### config.mk
export PLATFORM = sky130hd
export DESIGN_NAME = approx_mul_err_monitor_flat
export DESIGN_NICKNAME = d
export VERILOG_FILES = /design/src/rtl/approx_mul_err_monitor_if.sv /design/src/rtl/approx_mul_err_monitor.sv /design/src/flat_wrapper.sv
export SDC_FILE = /design/constraint.sdc
export NUM_CORES = 1
export LEC_CHECK = 0
export ABC_CLOCK_PERIOD_IN_PS = 11200
export CORE_AREA = 4 4 91 67
export CTS_CLUSTER_SIZE = 30
export DETAILED_ROUTE_END_ITERATION = 10
export DIE_AREA = 0 0 95 71
export PLACE_DENSITY = 0.61
export RECOVER_POWER = 25
export SETUP_SLACK_MARGIN = 0.4
export SYNTH_ARGS = -nofsm -noshare
export SYNTH_HDL_FRONTEND = slang
export SYNTH_SLANG_ARGS = --single-unit
### constraint.sdc
create_clock -name clk -period 11.2 [get_ports clk]
set_input_delay 2.24 -clock clk [delete_from_list [all_inputs] [get_ports clk]]
set_output_delay 2.24 -clock clk [all_outputs]
set_load 0.02 [all_outputs]
### src/rtl/approx_mul_err_monitor_if.sv
// Operand/product bus between the error monitor and the multiplier under test.
// master drives operands and receives the product; slave is the multiplier side.
interface approx_mul_err_monitor_if #(
  parameter int unsigned W = 2
);
  logic [W-1:0]   mul_a;
  logic [W-1:0]   mul_b;
  logic [2*W-1:0] mul_out;

  modport master (output mul_a, output mul_b, input mul_out);
  modport slave  (input mul_a, input mul_b, output mul_out);
endinterface

### src/rtl/approx_mul_err_monitor.sv
// Sweeps every {a,b} operand pair through an attached W x W multiplier and
// accumulates error statistics against the exact product.
module approx_mul_err_monitor #(
  parameter int unsigned W      = 2,
  parameter int unsigned SETTLE = 1
) (
  input  logic                             clk,
  input  logic                             rst,
  input  logic                             start,
  output logic                             busy,
  output logic                             done,
  approx_mul_err_monitor_if.master         mul,
  output logic [2*W:0]                     err_count,
  output logic [2*W-1:0]                   max_err,
  output logic [4*W-1:0]                   sum_err,
  output logic                             first_err_v,
  output logic [W-1:0]                     first_err_a,
  output logic [W-1:0]                     first_err_b
);

  localparam int unsigned CW = (SETTLE > 1) ? $clog2(SETTLE) : 1;
  localparam logic [CW-1:0] LastCnt = CW'((SETTLE == 0) ? 0 : SETTLE - 1);

  typedef enum logic [1:0] {StIdle, StDrive, StSample, StDone} state_e;

  state_e         state_q, state_d;
  logic [CW-1:0]  cnt_q, cnt_d;
  logic [W-1:0]   a_q, a_d, b_q, b_d;
  logic [2*W:0]   cnt_err_q, cnt_err_d;
  logic [2*W-1:0] max_q, max_d;
  logic [4*W-1:0] sum_q, sum_d;
  logic           fv_q, fv_d;
  logic [W-1:0]   fa_q, fa_d, fb_q, fb_d;

  logic [2*W-1:0] exact, err;
  logic           sample, last;

  always_comb begin
    state_d   = state_q;
    cnt_d     = cnt_q;
    a_d       = a_q;
    b_d       = b_q;
    cnt_err_d = cnt_err_q;
    max_d     = max_q;
    sum_d     = sum_q;
    fv_d      = fv_q;
    fa_d      = fa_q;
    fb_d      = fb_q;
    sample    = 1'b0;
    last      = (a_q == '1) && (b_q == '1);
    exact     = {{W{1'b0}}, a_q} * {{W{1'b0}}, b_q};
    // Unsigned magnitude in both directions, so no wrap for out > exact.
    err       = (exact >= mul.mul_out) ? (exact - mul.mul_out) : (mul.mul_out - exact);

    unique case (state_q)
      StIdle, StDone: begin
        if (start) begin
          state_d   = StDrive;
          cnt_d     = '0;
          a_d       = '0;
          b_d       = '0;
          cnt_err_d = '0;
          max_d     = '0;
          sum_d     = '0;
          fv_d      = 1'b0;
          fa_d      = '0;
          fb_d      = '0;
        end
      end
      StDrive: begin
        // With no settle time, DRIVE doubles as the sampling cycle.
        if (SETTLE == 0) begin
          sample = 1'b1;
        end else if (cnt_q == LastCnt) begin
          state_d = StSample;
        end else begin
          cnt_d = cnt_q + CW'(1);
        end
      end
      StSample: sample = 1'b1;
      default:  state_d = StIdle;
    endcase

    if (sample) begin
      cnt_d = '0;
      sum_d = sum_q + (4*W)'(err);
      if (err > max_q) max_d = err;
      if (err != '0) begin
        cnt_err_d = cnt_err_q + (2*W+1)'(1);
        if (!fv_q) begin
          fv_d = 1'b1;
          fa_d = a_q;
          fb_d = b_q;
        end
      end
      if (last) begin
        state_d = StDone;
      end else begin
        state_d    = StDrive;
        {a_d, b_d} = {a_q, b_q} + (2*W)'(1);
      end
    end
  end

  always_ff @(posedge clk) begin
    if (rst) begin
      state_q   <= StIdle;
      cnt_q     <= '0;
      a_q       <= '0;
      b_q       <= '0;
      cnt_err_q <= '0;
      max_q     <= '0;
      sum_q     <= '0;
      fv_q      <= 1'b0;
      fa_q      <= '0;
      fb_q      <= '0;
    end else begin
      state_q   <= state_d;
      cnt_q     <= cnt_d;
      a_q       <= a_d;
      b_q       <= b_d;
      cnt_err_q <= cnt_err_d;
      max_q     <= max_d;
      sum_q     <= sum_d;
      fv_q      <= fv_d;
      fa_q      <= fa_d;
      fb_q      <= fb_d;
    end
  end

  assign busy        = (state_q == StDrive) || (state_q == StSample);
  assign done        = (state_q == StDone);
  assign mul.mul_a   = a_q;
  assign mul.mul_b   = b_q;
  assign err_count   = cnt_err_q;
  assign max_err     = max_q;
  assign sum_err     = sum_q;
  assign first_err_v = fv_q;
  assign first_err_a = fa_q;
  assign first_err_b = fb_q;

endmodule

### src/flat_wrapper.sv
// flat-port wrapper written by rule: the top's interface ports become plain ports
module approx_mul_err_monitor_flat 
#(
  parameter int unsigned W      = 2,
  parameter int unsigned SETTLE = 1
)
  (clk, rst, start, busy, done, err_count, max_err, sum_err, first_err_v, first_err_a, first_err_b, mul_mul_a, mul_mul_b, mul_mul_out);
  approx_mul_err_monitor_if #(.W(W)) mul_i ();
  input  logic clk;
  input  logic rst;
  input  logic start;
  output logic busy;
  output logic done;
  output logic [2*W:0] err_count;
  output logic [2*W-1:0] max_err;
  output logic [4*W-1:0] sum_err;
  output logic first_err_v;
  output logic [W-1:0] first_err_a;
  output logic [W-1:0] first_err_b;
  output wire logic [$bits(mul_i.mul_a)-1:0] mul_mul_a;
  output wire logic [$bits(mul_i.mul_b)-1:0] mul_mul_b;
  input wire logic [$bits(mul_i.mul_out)-1:0] mul_mul_out;
  assign mul_mul_a = mul_i.mul_a;
  assign mul_mul_b = mul_i.mul_b;
  assign mul_i.mul_out = mul_mul_out;
  approx_mul_err_monitor #(.W(W), .SETTLE(SETTLE)) u_core (.clk(clk), .rst(rst), .start(start), .busy(busy), .done(done), .mul(mul_i), .err_count(err_count), .max_err(max_err), .sum_err(sum_err), .first_err_v(first_err_v), .first_err_a(first_err_a), .first_err_b(first_err_b));
endmodule
==> results.yml, run 1 <==
logic_synthesis:
  synth_edf_count: 0
  synth.distinct_cells: 55
  syn_nets: 268
  ys_warn_count: 0
  synth-main-ff-cell: "dfxtp_1"
  async_reset_ff_share_pct: 0
  avgSynthCellArea_um2: 8.63
  seq_area_frac_synth_pct: 27.4
  synthCells: 237
  yosys-top-cells-area: "dfxtp_1, ha_1, a21oi_1, inv_1, nand2_1"
  synth.cell_area_um2: 2040
  synth_most_common_cell: "dfxtp_1"
  yosysTopAreaCell: "dfxtp_1"
  ys_seq_elements: 28
  synthTopCellsByCount: "dfxtp_1, ha_1, a21oi_1, inv_1, nand2_1"
  synth_top_area_share_pct: 27.4
hold_path:
  min_path_type: "reg2reg"
  whs_endpoint: "u_core.sum_err[0]"
  hold_depth: 2
  hp-start: "u_core.sum_err[0]"
cts:
  cts_htree_levels: 1
  tritoncts: "built"
  cts_setup_buffers: 0
  clk_latency_ns: 0.27
  clk_pin_slew_worst_paths_ns: 0.09
  ctsResizeCount: 0
  clock-sinks: 28
  clockBufferDepth: 2
  numCtsBuffers: 3
  cts-root-buf: "clkbuf_8"
  hold_buffers: 0
floorplan:
  ios: 35
  initial_core_util_pct: 39.5
  coreArea_um2: 5170
  rows: 22
  die_w_um: 95
  dieArea_um2: 6750
  fp.dieH_um: 71
sta:
  clock.fmax_mhz: 182
  rsz0062_at_grt: "no"
  hold_violations: 0
  drv_slew: 0
  tightest_slew_ns: 0.869
  fin_crit_ns: 5.50
  worst_clock_skew_ns: 0.00275
  timing.final.crit_share_pct: 49.1
  fin_tns_setup_ns: 0
  relSlewSlack_pct: 41.9
  setup_viol: 0
route:
  drc: 0
  antenna_left: 0
  drt_iter0_markers: 117
  via_count: 1862
  finalWirelength_mm: 4.95
  firstDrtPassIters: 7
  wl_per_cell_um: 14.5
  viasPerCell: 5.48
global_routing:
  grt_pass1_wl_mm: 8.29
  grt_max_degree: 30
  grt-ovfl-total: 0
  grt_pass1_vias: 1704
  track_usage_pct: 15.1
  antenna_found_initial: 0
setup_path:
  cp_max_fo: 6
  r2r_cells: 15
  path_class: "in2reg"
  cp_top_family: "compound AO/OA/AOI/OAI gates"
  r2r_end: "u_core.max_err[3]"
  slowest_delay_ns: 0.48
  cp-start-kind: "input port"
  worstPathCellList: "clkdlybuf4s50_1, ha_1, fa_1, a21boi_2, o21ai_1, a211oi_1, a311oi_2, ha_1, nor2_1, nor2_1, o31ai_1, a41o_1, or4b_1, o41ai_1"
  setup.worst_path.end_class: "flip-flop"
  crit_buf_inv: 1
  arrival_ns: 5.68
  cp.required_ns: 11.38
  r2r_slack_ns: 7.22
  critPathSlowestCell: "a311oi_2"
  rr_startpoint: "u_core.mul.mul_b[1]"
placed_design:
  place.gp.congestion: 0.835
  portBuffers: 34
  dp_hpwl_mm: 3.71
pwr:
  p_clk_share_pct: 18.6
  vdd_drop_max_mv: 0.0640
  power.share.switching_pct: 39.3
  seq_power_share_pct: 40.1
  power.switching_mw: 0.115
  power_mw: 0.293
  power.density_nw_per_um2: 118
  p_int_mw: 0.178
  power_leakage_nw: 1.03
  p_comb_share_pct: 41.4
final_layout:
  utilization_pct: 48.1
  multiInputGateArea_um2: 1370
  antenna_cells: 0
  drive_gt1_share_pct: 4.85
  area_growth_pct: 21.8
  fillCellCount: 522
  seq_area_um2: 561
  fin_nets: 301
job:
  maxCapViolations: 0
outcome:
  outcome: "complete, no violations"
## worst register-to-register path, cell delays in order, from the launching register on
cell and delay, ns:
dfxtp_1 0.40, and2_1 0.20, ha_1 0.19, ha_1 0.19, ha_1 0.41, a21oi_1 0.31, o21ai_1 0.16, nand3b_1 0.20
a311oi_2 0.50, ha_1 0.30, nor2_1 0.05, nor2_1 0.08, o31ai_1 0.08, a41o_1 0.27, or4b_1 0.47, o41ai_1 0.07
## how the worst max path moves through the flow
stage                              endpoint  cells past startpoint  slack (ns)            from
after detailed placement  u_core.max_err[3]                     14        5.40  mul_mul_out[0]
after CTS                 u_core.max_err[3]                     14        5.72  mul_mul_out[0]
after global routing      u_core.max_err[3]                     14        5.47  mul_mul_out[0]
after global placement    u_core.max_err[3]                     14        5.52  mul_mul_out[0]
final                     u_core.max_err[3]                     14        5.70  mul_mul_out[0]
after floorplan           u_core.max_err[3]                     13        6.16  mul_mul_out[0]
## state kept, by name, indices dropped and copies added, names as in the netlist
name                cells
u_core.mul.mul_b        2
u_core.sum_err          8
u_core.max_err          4
u_core.first_err_b      2
u_core.state_q          2
u_core.err_count        5
u_core.first_err_v      1
u_core.mul.mul_a        2
u_core.first_err_a      2
## power groups by stage
stage | logic [mW] | clock network, mW | registers [mW]
CTS | 0.121 | 0.0566 | 0.117
detailed placement | 0.120 | 0 | 0.119
global route | 0.133 | 0.0601 | 0.119
global placement | 0.121 | 0 | 0.119
finish | 0.121 | 0.0543 | 0.117
floorplan | 0.0798 | 0 | 0.123
## per-layer routing
layer,part of all wire (%),vias to the layer above,track usage (%)
met3,6.3,4,3.93
met1,55,868,24.1
li1,-,923,-
met4,0.38,0,0.960
met5,0,-,0
met2,39,67,20.9
## cells by family after synthesis
family / after synthesis / synth area share (%)
AO/OA/AOI/OAI: 63 / 24.4
XOR/XNOR: 9 / 3.86
buffers and inverters: 28 / 5.51
flip-flops: 28 / 27.4
adder cells (fa/ha/maj): 25 / 15.9
AND/OR/NAND/NOR: 80 / 21.0
multiplexers: 4 / 1.96
## area by class of cell
class	count	share of cell area (%)
well taps	72	3.62
clock buffers	3	1.66
multi-input cells	181	55.1
repair buffers	35	14.0
inverters	21	3.17
flip-flops and latches	28	22.5
## placed cells by master (no fill, tap or decap), types with 3 or more instances in the layout
master           synthesis  routed
mux2i_1                  4       4
a41o_1                   5       5
nand3_1                 11      11
a21oi_1                 20      20
xnor2_1                  6       6
dlygate4sd3_1            0       9
inv_1                   20      20
or2_1                    3       3
clkdlybuf4s50_1          0      25
nand2_1                 18      18
clkbuf_8                 0       3
nand2b_1                 4       4
a31oi_1                  4       4
a211o_1                  3       3
dfxtp_1                 28      28
a211oi_1                 3       3
o21ai_0                  5       5
xor2_1                   3       3
nor2_1                  15      15
nor4b_1                  6       6
and2_1                   7       7
ha_1                    22      22
## stage by stage
stage	setup WS (ns)	area [um^2]	hold WS, ns	std cells
floorplan	6.16	2040	0.534	237
global placement	5.52	2450	0.467	337
detailed placement	5.40	2450	0.471	337
CTS	5.72	2490	0.485	340
global route	5.47	2490	0.526	340
finish	5.70	2490	0.484	340
(Power assumes the default switching activity.)
==> run 2: changes to the inputs <==
- ABC_CLOCK_PERIOD_IN_PS: 11200 -> 5300
- clock period: 11.2 -> 5.3 ns (I/O delays scaled with it)
==> run 2 against run 1 <==
  * Flip-flop and latch count stayed put
  * Critical path depth is the same
  * Critical path type unchanged
  * Largest cell class unchanged
  * Sequential share of layout area stayed put
  * Non-clock buffer count did not move
  * Highest routed layer unchanged
==> results.yml, run 2 (same netlist as run 1, synthesis figures left out) <==
floorplan:
  rows: 22
  die_w_um: 95
  dieArea_um2: 6750
  ios: 35
  coreArea_um2: 5170
  initial_core_util_pct: 39.5
  fp.dieH_um: 71
cts:
  cts_htree_levels: 1
  clk_pin_slew_worst_paths_ns: 0.09
  numCtsBuffers: 3
  clock-sinks: 28
  tritoncts: "built"
  clk_latency_ns: 0.27
  cts-root-buf: "clkbuf_8"
  cts_setup_buffers: 0
  ctsResizeCount: 0
  clockBufferDepth: 2
  hold_buffers: 0
setup_path:
  r2r_cells: 15
  cp.required_ns: 5.48
  path_class: "in2reg"
  cp_max_fo: 6
  arrival_ns: 4.56
  cp-start-kind: "input port"
  setup.worst_path.end_class: "flip-flop"
sta:
  worst_clock_skew_ns: 0.00700
  hold_violations: 0
  setup_viol: 0
  drv_slew: 0
  tightest_slew_ns: 0.834
  rsz0062_at_grt: "no"
  fin_crit_ns: 4.38
  relSlewSlack_pct: 44.2
  timing.final.crit_share_pct: 82.6
  clock.fmax_mhz: 228
  fin_tns_setup_ns: 0
  hold_ws_ns: 0.483
  worst_slack_ns: 0.921
hold_path:
  min_path_type: "reg2reg"
  hold_depth: 2
final_layout:
  final_cell_area_um2: 2490
  utilization_pct: 48.1
  area_growth_pct: 21.8
  antenna_cells: 0
  largest_reg_flops: 8
  layout_common_cells: "dfxtp_1, clkdlybuf4s50_1, ha_1"
  final_cell_count_no_fill: 340
  layout_commonest_cell: "dfxtp_1"
  fin_nets: 301
  drive_gt1_share_pct: 4.85
route:
  wl_per_cell_um: 14.4
  antenna_left: 0
  finalWirelength_mm: 4.91
  drc: 0
  via_count: 1861
  viasPerCell: 5.47
  drt_iter0_markers: 120
  firstDrtPassIters: 4
global_routing:
  grt_pass1_vias: 1695
  grt_pass1_wl_mm: 8.29
  track_usage_pct: 15.2
  grt_max_degree: 30
  antenna_found_initial: 0
  grt-ovfl-total: 0
placed_design:
  dp_slack_ns: 0.659
  dp.cells: 337
  dpl_cell_area_um2: 2450
  portBuffers: 34
  dp_hpwl_mm: 3.72
  place.gp.congestion: 0.837
pwr:
  power.density_nw_per_um2: 248
  vdd_drop_max_mv: 0.111
  power_mw: 0.616
  power_leakage_nw: 1.03
outcome:
  outcome: "complete, no violations"
job:
  maxCapViolations: 0
[run 2: cell counts in the layout (fill, tap and decap cells not counted)]
Identical to the previous run, type by type.
[run 2: worst paths after layout]
check | startpoint | endpoint | slack [ns]
max | mul_mul_out[0] | u_core.max_err[3] | 0.92
min | u_core.sum_err[0] | u_core.sum_err[0] | 0.48
max reg2reg | u_core.mul.mul_b[1] | u_core.max_err[3] | 1.26
min reg2reg | u_core.sum_err[0] | u_core.sum_err[0] | 0.48
[run 2: layer usage]
layer / track usage [%] / up-vias / share of wire [%]
li1: - / 929 / -
met1: 24.4 / 865 / 54
met2: 21.0 / 65 / 39
met3: 3.72 / 2 / 6.7
met4: 0.960 / 0 / 0.16
met5: 0 / - / 0
[run 2: final cells by class]
type                    count  area, um^2
flip-flops and latches     28         561
clock buffers               3        41.3
fillers                   527        2690
multi-input cells         181        1370
repair buffers             35         348
well taps                  72        90.1
inverters                  21        78.8
[run 2: power by group]
| part | switching [mW] | leakage (nW) | internal, mW | total (mW) |
|---|---|---|---|---|
| clock network | 0.0627 | 0.0216 | 0.0510 | 0.114 |
| registers | 0.0212 | 0.226 | 0.226 | 0.247 |
| logic | 0.157 | 0.787 | 0.0980 | 0.255 |
| total | 0.241 | 1.03 | 0.375 | 0.616 |
[run 2: critical path: stages]
cell and delay, ns:
clkdlybuf4s50_1 0.42, ha_1 0.23, fa_1 0.45, a21boi_2 0.21
o21ai_1 0.22, a211oi_1 0.13, a311oi_2 0.49, ha_1 0.31
nor2_1 0.05, nor2_1 0.09, o31ai_1 0.08, a41o_1 0.27
or4b_1 0.47, o41ai_1 0.07
